--- config.mk ---
export PLATFORM = sky130hd
export DESIGN_NAME = synchronous_fifo
export DESIGN_NICKNAME = d
export VERILOG_FILES = /design/src/rtl/synchronous_fifo.sv
export SDC_FILE = /design/constraint.sdc
export NUM_CORES = 1
export LEC_CHECK = 0
export BUFFER_PORTS_ARGS = -buffer_cell sky130_fd_sc_hd__buf_4
export CORE_AREA = 2 2 148 150
export DETAILED_ROUTE_END_ITERATION = 6
export DIE_AREA = 0 0 150 152
export GPL_TIMING_DRIVEN = 0
export PLACE_DENSITY = 0.55
export SYNTH_ARGS = -nofsm -noshare
export SYNTH_HDL_FRONTEND = slang
export SYNTH_SLANG_ARGS = --single-unit
--- constraint.sdc ---
create_clock -name clk -period 5.8 [get_ports clk]
set_clock_uncertainty 0.1 [all_clocks]
set_input_delay 0 -clock clk [delete_from_list [all_inputs] [get_ports clk]]
set_output_delay 0 -clock clk [all_outputs]
set_load 0.005 [all_outputs]
--- src/rtl/synchronous_fifo.sv ---
// rtl/synchronous_fifo.sv - single-clock FIFO with occupancy, almost flags and error pulses
//
// Ports:
//   clk          in   rising-edge clock
//   rst          in   synchronous active-high reset
//   data_in      in   write data (WIDTH)
//   wr_en        in   write request
//   rd_en        in   read request
//   data_out     out  registered read data (WIDTH)
//   full         out  occupancy == DEPTH
//   empty        out  occupancy == 0
//   count        out  occupancy 0..DEPTH
//   almost_full  out  count >= ALMOST_FULL_TH
//   almost_empty out  count <= ALMOST_EMPTY_TH
//   overflow     out  one-cycle pulse after a rejected write
//   underflow    out  one-cycle pulse after a rejected read
module synchronous_fifo #(
  parameter int WIDTH           = 8,
  parameter int DEPTH           = 16,
  parameter int ALMOST_FULL_TH  = DEPTH - 2,
  parameter int ALMOST_EMPTY_TH = 2
) (
  input  logic                     clk,
  input  logic                     rst,
  input  logic [WIDTH-1:0]         data_in,
  input  logic                     wr_en,
  input  logic                     rd_en,
  output logic [WIDTH-1:0]         data_out,
  output logic                     full,
  output logic                     empty,
  output logic [$clog2(DEPTH):0]   count,
  output logic                     almost_full,
  output logic                     almost_empty,
  output logic                     overflow,
  output logic                     underflow
);

  localparam int ADDR_W = $clog2(DEPTH);
  localparam int PTR_W  = ADDR_W + 1;
  localparam logic [PTR_W-1:0] AF_TH = PTR_W'(ALMOST_FULL_TH);
  localparam logic [PTR_W-1:0] AE_TH = PTR_W'(ALMOST_EMPTY_TH);

  logic [WIDTH-1:0] mem_q [DEPTH];

  logic [PTR_W-1:0] wptr_q, wptr_d;
  logic [PTR_W-1:0] rptr_q, rptr_d;
  logic [PTR_W-1:0] count_q, count_d;
  logic [WIDTH-1:0] data_out_q, data_out_d;
  logic             overflow_q, overflow_d;
  logic             underflow_q, underflow_d;

  logic rd_acc;
  logic wr_acc;

  // Equal addresses with differing wrap bits means the writer is a full lap ahead.
  assign empty        = (wptr_q == rptr_q);
  assign full         = (wptr_q[ADDR_W-1:0] == rptr_q[ADDR_W-1:0]) &&
                        (wptr_q[ADDR_W] != rptr_q[ADDR_W]);
  assign almost_full  = (count_q >= AF_TH);
  assign almost_empty = (count_q <= AE_TH);

  // A simultaneous read frees a slot, so a write into a full FIFO still lands.
  assign rd_acc = rd_en && !empty;
  assign wr_acc = wr_en && (!full || rd_acc);

  always_comb begin
    wptr_d      = wptr_q;
    rptr_d      = rptr_q;
    count_d     = count_q;
    data_out_d  = data_out_q;
    overflow_d  = wr_en && !wr_acc;
    underflow_d = rd_en && !rd_acc;

    if (wr_acc) begin
      wptr_d = wptr_q + PTR_W'(1);
    end
    if (rd_acc) begin
      rptr_d     = rptr_q + PTR_W'(1);
      data_out_d = mem_q[rptr_q[ADDR_W-1:0]];
    end

    case ({wr_acc, rd_acc})
      2'b10:   count_d = count_q + PTR_W'(1);
      2'b01:   count_d = count_q - PTR_W'(1);
      default: count_d = count_q;
    endcase
  end

  always_ff @(posedge clk) begin
    if (rst) begin
      wptr_q      <= '0;
      rptr_q      <= '0;
      count_q     <= '0;
      data_out_q  <= '0;
      overflow_q  <= 1'b0;
      underflow_q <= 1'b0;
    end else begin
      wptr_q      <= wptr_d;
      rptr_q      <= rptr_d;
      count_q     <= count_d;
      data_out_q  <= data_out_d;
      overflow_q  <= overflow_d;
      underflow_q <= underflow_d;
    end
  end

  // Storage is not cleared on reset; only the pointers are.
  always_ff @(posedge clk) begin
    if (!rst && wr_acc) begin
      mem_q[wptr_q[ADDR_W-1:0]] <= data_in;
    end
  end

  assign data_out  = data_out_q;
  assign count     = count_q;
  assign overflow  = overflow_q;
  assign underflow = underflow_q;

endmodule

### Yosys cells after proc, flatten, opt, wreduce, memory -nomap -nowiden

Memory sizes are Yosys's and may differ from the RTL's. A register that Yosys moved wholly into a read port is not among the register bits.
Index checks and enable logic that the tools add are counted.

| cells by class | value |
|---|---|
| add/subtract/negate cells | 4 |
| $lt $le $gt $ge | 2 |
| equal/unequal tests | 5 |
| muxes and demuxes | 3 |
| reduce and logical (&&, ||, !) cells | 13 |

Operator list:

| operator | count |
|---|---|
| adder 5 x 1 -> 5 bit (second input constant) | 3 |
| one-hot mux 5 bit (2 select lines) | 1 |
| logical AND 1 bit | 6 |
| equality test 5 bit | 1 |
| >= comparator 5 x 4 -> 1 bit (second input constant) | 1 |
| less-or-equal comparator 5 x 2 -> 1 bit (second input constant) | 1 |
| logical NOT 1 bit | 5 |
| subtractor 5 x 1 -> 5 bit (second input constant) | 1 |
| equality test 4 bit | 1 |
| equality test 2 x 1 -> 1 bit (second input constant) | 1 |
| equality test 2 bit (second input constant) | 1 |
| 2-to-1 mux 1 bit | 2 |
| nonzero test 2 bit | 1 |
| logical OR 1 bit | 1 |
| != test 1 bit | 1 |

| storage, ports and cells | value |
|---|---|
| register bits after elaboration | 17 |
| bits in writable memories | 128 |
| input port bits | 12 |
| memories | 1 |

Memory list:

| memory | depth | width | rd ports | clocked after memory_dff | write ports | RTL line | RTL |
|---|---|---|---|---|---|---|---|
| mem_q | 16 | 8 | 1 | 1 | 1 | 43 | `logic [WIDTH-1:0] mem_q [DEPTH];` |

### Longest topological paths before layout

Gate-level depths: netlist of run 1.

| depth | value |
|---|---|
| depth after elaboration | 8 |
| gate-level depth with buffers | 11 |
| gate-level depth less buffers | 10 |

### Worst setup path after synthesis of run 1

Ideal clock, no wire load.

| timing path | value |
|---|---|
| kind | register to register |
| start | register rptr_q[2] |
| end | register count_q[4] (netlist: count[4]) |
| data arrival time | 2.411 ns |
| required time | 5.577 ns |
| path slack | 3.166 ns |
| cell stages (with the launch flop) | 11 |
| path buffers | 1 |
| path through | dfxtp_1 buf_4 xnor2_2 nand4_2 o21ai_2 inv_2 fa_1 a21o_1 a21oi_1 mux2i_1 mux2_1 |

| between the ends | value |
|---|---|
| cells in the longest elaborated chain, start to end | 7 |

Ends and longest elaborated chain:

| item | RTL line | RTL |
|---|---|---|
| start: declaration | 46 | `logic [PTR_W-1:0] rptr_q, rptr_d;` |
| start signal: assignment | 99 | `rptr_q <= rptr_d;` |
| equality test 5 bit or equality test 4 bit (tied branches) | 56, 57 |  |
| logical NOT 1 bit or logical AND 1 bit (tied branches) | 63, 57 |  |
| logical AND 1 bit or logical NOT 1 bit (tied branches) | 63, 64 |  |
| logical OR 1 bit | 64 | `assign wr_acc = wr_en && (!full \|\| rd_acc);` |
| logical AND 1 bit | 64 |  |
| equality test 2 x 1 -> 1 bit or equality test 2 bit (tied branches) | 82 | `case ({wr_acc, rd_acc})` |
| one-hot mux 5 bit (2 select lines) or nonzero test 2 bit (tied branches) | n/a |  |
| end signal: assignment | 100 | `count_q <= count_d;` |
| end: declaration | 47 | `logic [PTR_W-1:0] count_q, count_d;` |

Several ways; a longest one is shown, not always the timed one.
A chain may end at the register's enable or synchronous reset.

### Worst setup path in the final report of run 1

| timing path | value |
|---|---|
| start | register rptr_q[2] |
| end | memory mem_q[0][4], enable pin |

| between the ends | value |
|---|---|
| cells in the longest elaborated chain, start to end | 8 |

Ends and longest elaborated chain:

| item | RTL line | RTL |
|---|---|---|
| equality test 5 bit or equality test 4 bit (tied branches) | 56, 57 |  |
| logical NOT 1 bit or logical AND 1 bit (tied branches) | 63, 57 |  |
| logical AND 1 bit or logical NOT 1 bit (tied branches) | 63, 64 |  |
| logical OR 1 bit (*) | 64 |  |
| logical AND 1 bit (*) | 64 |  |
| logical AND 1 bit (*) | 109 | `if (!rst && wr_acc) begin` |
| 2-to-1 mux 1 bit (*) | 109 |  |
| 2-to-1 mux 1 bit (implied by the code) (*) | 110 | `mem_q[wptr_q[ADDR_W-1:0]] <= data_in;` |
| end: declaration | 43 |  |

Mark *: on every way between the ends. The rest lies on a longest branch, timed or not.

==> results of run 1 <==
## critical path, cell delays in order (launching register included)
cell and delay, ns:
sky130_fd_sc_hd__dfxtp_1 0.30, sky130_fd_sc_hd__buf_4 0.17, sky130_fd_sc_hd__xnor2_2 0.16, sky130_fd_sc_hd__and4_4 0.20
sky130_fd_sc_hd__buf_6 0.13, sky130_fd_sc_hd__a31oi_1 0.38, sky130_fd_sc_hd__nand2_1 0.27, sky130_fd_sc_hd__nor3_1 0.96
## cells in the final DEF (no fill, tap or decap), types with 10 or more instances in the layout
cell                            Yosys  layout
sky130_fd_sc_hd__buf_4              2      31
sky130_fd_sc_hd__edfxtp_1         128     128
sky130_fd_sc_hd__dlygate4sd3_1      0      12
sky130_fd_sc_hd__o21ai_0           12      12
sky130_fd_sc_hd__dfxtp_1           25      25
sky130_fd_sc_hd__nor2_1            23      23
sky130_fd_sc_hd__mux4_2            24      24
sky130_fd_sc_hd__mux2_2            16      16
sky130_fd_sc_hd__nand2_1           10      10
sky130_fd_sc_hd__clkbuf_16          0      17
sky130_fd_sc_hd__nor2b_1           10      10
sky130_fd_sc_hd__nor3_1            15      14
sky130_fd_sc_hd__a21oi_1           24      24
## metal layers
layer / global-route usage / routed length [µm] / vias to the layer above / share of wire
met5: 0 / 0 / - / 0
met4: 0.0481 / 199 / 0 / 0.015
met3: 0.0309 / 780 / 14 / 0.060
met2: 0.186 / 6180 / 80 / 0.47
met1: 0.163 / 5900 / 1738 / 0.45
li1: - / - / 1633 / -
## per-stage QoR
stage / power [mW] / area (µm²) / utilization
after global routing: 2.84 / 7580 / 0.355
after global placement: 1.63 / 6860 / 0.321
after detailed placement: 1.64 / 6860 / 0.321
final: 2.73 / 7580 / 0.355
after CTS: 2.76 / 7570 / 0.355
after floorplan: 1.49 / 6290 / -
## area by class of cell
type,instances,area [µm²],area share
sequential,153,4340,0.573
multi-input combinational,208,1810,0.239
clock buffer,17,425,0.0561
tap,280,350,0.0462
timing repair buffer,41,338,0.0446
clock inverter,15,174,0.0229
buffer,20,119,0.0157
inverter,5,18.8,0.00248
## how the worst max path moves through the flow
stage / from / to / slack [ns]
final: rptr_q[2] / mem_q[0][4] / 2.77
after global routing: rptr_q[2] / mem_q[0][3] / 2.54
after CTS: rptr_q[2] / mem_q[2][3] / 2.67
after detailed placement: rptr_q[2] / mem_q[2][1] / 2.69
after global placement: rptr_q[2] / mem_q[2][3] / 2.72
after floorplan: rptr_q[2] / count[4] / 3.17
## logic make-up (layout without fill, tap and decap cells)
family | after synthesis | after routing | synth area share
AO/OA/AOI/OAI | 65 | 65 | 0.0627
XOR/XNOR | 14 | 14 | 0.0219
adder cells (fa/ha/maj) | 9 | 9 | 0.0191
buffers and inverters | 25 | 98 | 0.0219
flip-flops | 153 | 153 | 0.691
multiplexers | 45 | 45 | 0.124
AND/OR/NAND/NOR | 75 | 75 | 0.0599
## where the power goes
group          switching (mW)  total, mW  internal [mW]
clock network           0.441       1.12          0.677
logic                   0.192      0.362          0.170
registers              0.0297       1.25           1.22
total                   0.662       2.73           2.07
## registers in the layout (all words and copies together) (netlist names)
register	cells
mem_q	128
data_out	8
count	5
rptr_q	5
wptr_q	5
overflow	1
underflow	1
==> results.md, run 1 <==
Logic synthesis:
- The mean instance size in the synthesized netlist is 16.3 µm².
- In the post-synthesis netlist, the biggest area contributors are sky130_fd_sc_hd__edfxtp_1, sky130_fd_sc_hd__mux4_2, sky130_fd_sc_hd__dfxtp_1.
- In the synthesized netlist, the number of instances is 386.
- The largest total area in the synthesized netlist belongs to sky130_fd_sc_hd__edfxtp_1.
- Of the synthesized area, sequential elements account for 0.691.
- In this run, synthesis inferred 128 flip-flops with an integrated enable.
- The most used flip-flop cell after synthesis is sky130_fd_sc_hd__edfxtp_1.
- After synthesis, the most frequently instantiated cells are sky130_fd_sc_hd__edfxtp_1, sky130_fd_sc_hd__dfxtp_1, sky130_fd_sc_hd__a21oi_1, sky130_fd_sc_hd__mux4_2, sky130_fd_sc_hd__nor2_1.
- The share of synthesized area in the top cell type comes to 0.611.
- After synthesis, the share of flip-flops with an asynchronous set or reset is 0.
- In this run, synthesis produced a sequential element count of 153.
- The number of synthesis warnings is 0.
- The unique cell type count in the Yosys netlist is 47.
- Summing every instance area after synthesis gives 6290 µm².
- Counting every net in the synthesized netlist gives 407.
- In the post-synthesis netlist, the cell with the most instances is sky130_fd_sc_hd__edfxtp_1.

Critical path:
- The flop-to-flop setup slack is 2.77 ns.
- The highest fanout seen on the critical path is 8.
- The worst setup path is captured at a flop.
- The worst endpoint data arrival time is 2.96 ns.
- The worst register-to-register path ends at mem_q[0][4].
- The worst setup path is launched from a flop.
- By startpoint and endpoint, the worst setup path is classified as flop to flop.
- At the worst endpoint, the required time is 5.73 ns.
- The worst register-to-register path has a depth of 7.
- The launch instance of the worst register-to-register path is rptr_q[2].

Clock network:
- Clock tree synthesis selected as its root buffer the cell sky130_fd_sc_hd__clkbuf_16.
- The TritonCTS clock tree is done.
- Post-CTS repair changed the size of 0 cells.
- In this run, post-CTS hold repair placed 12 buffers.
- Once the clock tree was built, the setup fixing pass inserted 0 buffers.
- The CTS clock-pin slew for the worst setup and hold paths is 0.06 ns.
- The total number of clock tree sinks is 153.
- At the later pin of the worst-skew pair, clock insertion delay measures 0.42 ns.
- The H-tree depth reported by CTS is 4.
- The buffer levels on the longest clock path is 2.
- The number of clock buffers inserted by TritonCTS is 17.

Die:
- For this configuration, the core starts out at a cell density of 0.294.
- The core region is 21,400 µm².
- The row count is 54.
- The overall die area is 22,800 µm².
- The die is 150 µm wide.
- The I/O pin count is 31.
- The chip height is 152 µm.

Detailed routing:
- Wires add up to 13.1 mm.
- The post-detailed-route DRC marker count is 0.
- Dividing the detail-routed wire length by the instance count gives 17.7 µm.
- The total via count in the routed design is 3,465.
- The remaining number of nets flagged by the antenna check after routing is 0.
- Using the TritonRoute via totals, the vias-per-cell ratio works out to 4.69.
- Before antenna repair, the detailed router went through 4 iterations.
- The first routing iteration left 264 violations.

Timing:
- At the pin with the least slew margin, the transition time is 1.18 ns.
- The total negative setup slack is 0 ns.
- The count of endpoints failing hold in the final timing report is 0.
- Static timing analysis puts the maximum clock frequency at 0.330 GHz.
- The worst hold slack is 0.356 ns.
- Setup repair after global routing left no endpoint under its margin.
- The count of final max-slew check failures is 0.
- The share of the clock period used by the worst path is 0.522.
- The worst path meets setup with 2.77 ns of slack.
- The final number of setup-violating endpoints is 0.
- Measured against its own limit, the worst slew margin works out to 0.205.
- The minimum period implied by the final worst setup slack is 3.03 ns.

Cells and area:
- 0 antenna diodes ended up in the layout.
- The share of layout cells above drive strength 1 is 0.261.
- Leaving out filler cells and counting taps, the final layout contains 739.
- Relative to the synthesized area, the layout overhead comes to 20.6%.
- The number of fill cells in the layout is 2,046.
- The count of nets after finishing is 467.

Status:
- The flow ran to the end, and the final reports show no timing, DRC or antenna violations.

Global routing:
- The pin count of the biggest net entering global routing is 17.
- The first global-routing pass estimated 20.3 mm of wire.
- The number of antenna violations at the first check in global routing was 0.
- The total grt overflow is 0.
- The via count of the first global-routing pass is 3,531.
- Across every metal layer, demand over resource in global routing totals 0.121.

Pwr:
- The peak ir drop on the vdd network is 0.000175 V.
- The analysis attributes to cell leakage a power of 2.49 nW.
- The power per standard cell area is 361 nW/µm².

Place:
- The final weighted congestion in routability-driven placement is 0.776.
- The number of cells in the design after placement is 695.
- The number of buffer cells added on primary ports is 29.
- The placed wire-length estimate is 8.87 mm.
- Before CTS, the worst setup slack after placement is 2.69 ns.

Min path:
- The destination of the worst hold path is mem_q[6][0].
- The type of the worst min-delay path is primary input to flop.
- The worst hold path passes through 2 cells.
- The worst hold path startpoint is data_in[0].

Run:
- The tool flagged a number of max-cap violations equal to 0.
(Power assumes the default switching activity.)
==> run 2, diff against run 1 <==
clock period = 3.1 ns   (was 5.8 ns; I/O delays follow)
==> results.md, run 2 (same netlist as run 1, synthesis figures left out) <==
Pwr:
- In this run the power density over the cells is 674 nW/µm².
- The peak ir drop on the vdd network is 0.000327 V.
- In this run the static leakage power is 2.51 nW.

Critical path:
- Walking the worst path, the cells encountered are buf_4, xnor2_2, and4_4, buf_6, a31oi_1, nand2_1, nor3_1.
- The worst endpoint data arrival time is 2.87 ns.
- Along the worst path, the maximum fanout reaches 8.
- The worst flop-to-flop path endpoint is mem_q[3][6].
- The delay of the slowest critical-path stage is 0.88 ns.
- The worst register-to-register path has a setup slack of 0.16 ns.
- The worst reg-to-reg path cell count is 7.
- The cell count along the critical path is 7.
- The launch point of the critical path is rptr_q[2].
- The critical path in this run is classified as flop to flop.
- For this design, the slowest cell found on the critical path is sky130_fd_sc_hd__nor3_1.
- The critical path contains buffers and inverters numbering 2 combined.
- The type of origin of the critical path is a flop.
- The launch instance of the worst register-to-register path is rptr_q[2].
- The critical path data required time is 3.03 ns.
- The kind of end point of the critical path is a flop.
- The cell family contributing the most delay on the critical path is simple AND/OR/NAND/NOR gates.

Clock network:
- After clock tree synthesis, the clock-pin slew on the worst setup and hold paths is 0.06 ns.
- The clock passes through at most 2 buffers.
- The H-tree depth reported by CTS is 4.
- Clock tree synthesis selected as its root buffer the cell sky130_fd_sc_hd__clkbuf_16.
- TritonCTS built the clock tree.
- The clock reaches the later pin of the worst-skew pair after 0.42 ns.
- Post-CTS timing repair inserted 0 buffers for setup.
- The tree built by TritonCTS fans out to 153 sinks.
- The number of clock buffers inserted by TritonCTS is 17.

Timing:
- The count of endpoints failing hold in the final timing report is 0.
- The upper clock frequency limit is 0.341 GHz.
- Setup violations remaining at the end of the flow were counted as 0.
- Of the available clock period, the critical path in the final layout requires 0.947.
- The count of final max-slew check failures came to 0.
- Once routing completed, OpenROAD measured the worst setup slack at 0.164 ns.
- Setup repair after global routing left no endpoint under its margin.
- Measured against its own limit, the worst slew margin works out to 0.262.
- The clock period could shrink to 2.94 ns.
- The pin slew with the least headroom to its limit is 1.10 ns.

Global routing:
- The number of antenna violations at the first check in global routing is 0.
- The via count of the first global-routing pass is 3,538.
- In the global route stage, overall resource usage came out at 0.121.
- Entering global routing, the biggest net connects 17 pins.
- The total grt overflow is 0.
- The first global-routing pass estimated 20.4 mm of wire.

Detailed routing:
- The iteration count of the initial detailed-routing pass is 4.
- The routed design has 13.1 mm of wire.
- In the routed design, unresolved DRC markers number 0.
- The top routing layer in use is met4.
- The initial detailed-routing violation count is 270.
- After detailed routing, the wire length on met1 is 6.07 mm.
- In the routed layout, each cell is associated on average with a via count of 4.67.
- In this run the remaining antenna-violating nets after routing total 0.
- The routed layout has 3,451 vias.
- The detailed-routed wire length on met3 is 634 µm.
- Wire segments on met2 add up to 6.17 mm in the final route.
- The detail-routed net length per standard cell is 17.7 µm.

Place:
- The setup slack after placement is -0.00820 ns.
- Once placement finished, the instance area stood at 6860 µm².
- Detailed placement ended at an HPWL of 8.87 mm.
- The number of cells in the design after placement is 695.
- The count of buffers added on input and output ports is 29.
- At the end of routability-driven placement, the weighted congestion stood at 0.776.

Die:
- The initial utilization of the core area, before any placement, comes to 0.294.
- After floorplanning, the core was divided into 54 placement rows.
- The chip width is 150 µm.
- After floorplanning, the core was sized to cover 21,400 µm².
- During I/O placement, the number of pins put on the boundary was 31.
- The overall die area is 22,800 µm².
- Measured along the y axis, the die boundary spans 152 µm.

Cells and area:
- The layout-stage area growth over the synthesis result is 21.0%.
- Leaving out fill and tap cells, the most frequent cells in the layout are sky130_fd_sc_hd__edfxtp_1, sky130_fd_sc_hd__buf_4, sky130_fd_sc_hd__dfxtp_1, sky130_fd_sc_hd__a21oi_1, sky130_fd_sc_hd__mux4_2.
- The post-route cell area is 7610 µm².
- After the flow finishes, the layout carries non-filler instances totaling 739.
- The share of layout cells above drive strength 1 is 0.266.
- Leaving out fill and tap cells, the most frequent cell in the layout is sky130_fd_sc_hd__edfxtp_1.
- The net count of the finished layout is 467.
- Measured on the finished design, the core utilization comes to 0.356.
- The number of antenna diodes in the final layout is 0.
- The register with the most flip-flops in the layout has 128 of them.

Min path:
- The worst hold path startpoint is data_in[6].
- The type of the worst min-delay path is primary input to flop.
- The worst hold path was traced through 2 stages.
- The destination of the worst hold path is mem_q[1][6].

Run:
- The number of max-cap violations is 0.

Status:
- The flow ran to the end, and the final reports show no timing, DRC or antenna violations.
==> run 2: cell counts in the layout (fill, tap and decap cells not counted) <==
No cell type changed its count.
==> run 2: area by class of cell <==
cell class                      instances  area, µm²
Buffer                                 20        119
Multi-Input combinational cell        208       1840
Timing Repair Buffer                   41        338
Clock inverter                         15        174
Tap cell                              280        350
Clock buffer                           17        425
Inverter                                5       18.8
Fill cell                            2042      13700
Sequential cell                       153       4340
==> run 2: power breakdown <==
part	switching (mW)	internal (mW)
registers	0.0557	2.29
logic	0.364	0.323
clock network	0.824	1.27
total	1.24	3.88
==> run 2: what timing repair did <==
item / in CTS / in global routing
hold endpoints to repair: 144 / 0
hold buffers: 12 / 0
gates resized for setup: 2 / 3
cloned: 0 / 0
setup endpoints to repair: 16 / 9
==> run 2: worst max-delay path by stage <==
| stage | end | slack [ns] |
|---|---|---|
| 5_1_grt | mem_q[3][4] | 0.01 |
| 3_3_place_gp | mem_q[2][3] | 0.02 |
| 4_1_cts | mem_q[1][2] | 0.14 |
| 3_5_place_dp | mem_q[2][1] | -0.008 |
| 6_report | mem_q[3][6] | 0.16 |
| 2_1_floorplan | count[4] | 0.47 |
==> run 2: per-stage QoR <==
step	TNS, ns	hold WS (ns)	power, mW
CTS	0	0.353	5.16
detailed placement	-0.0601	0.144	3.06
finish	0	0.360	5.12
global placement	0	0.143	3.05
floorplan	0	-0.0231	2.79
global route	0	0.370	5.33
==> run 2: metal layers <==
layer,up-vias,global-route usage
li1,1633,-
met1,1724,0.164
met2,76,0.186
met3,18,0.0306
met4,0,0.0481
met5,-,0
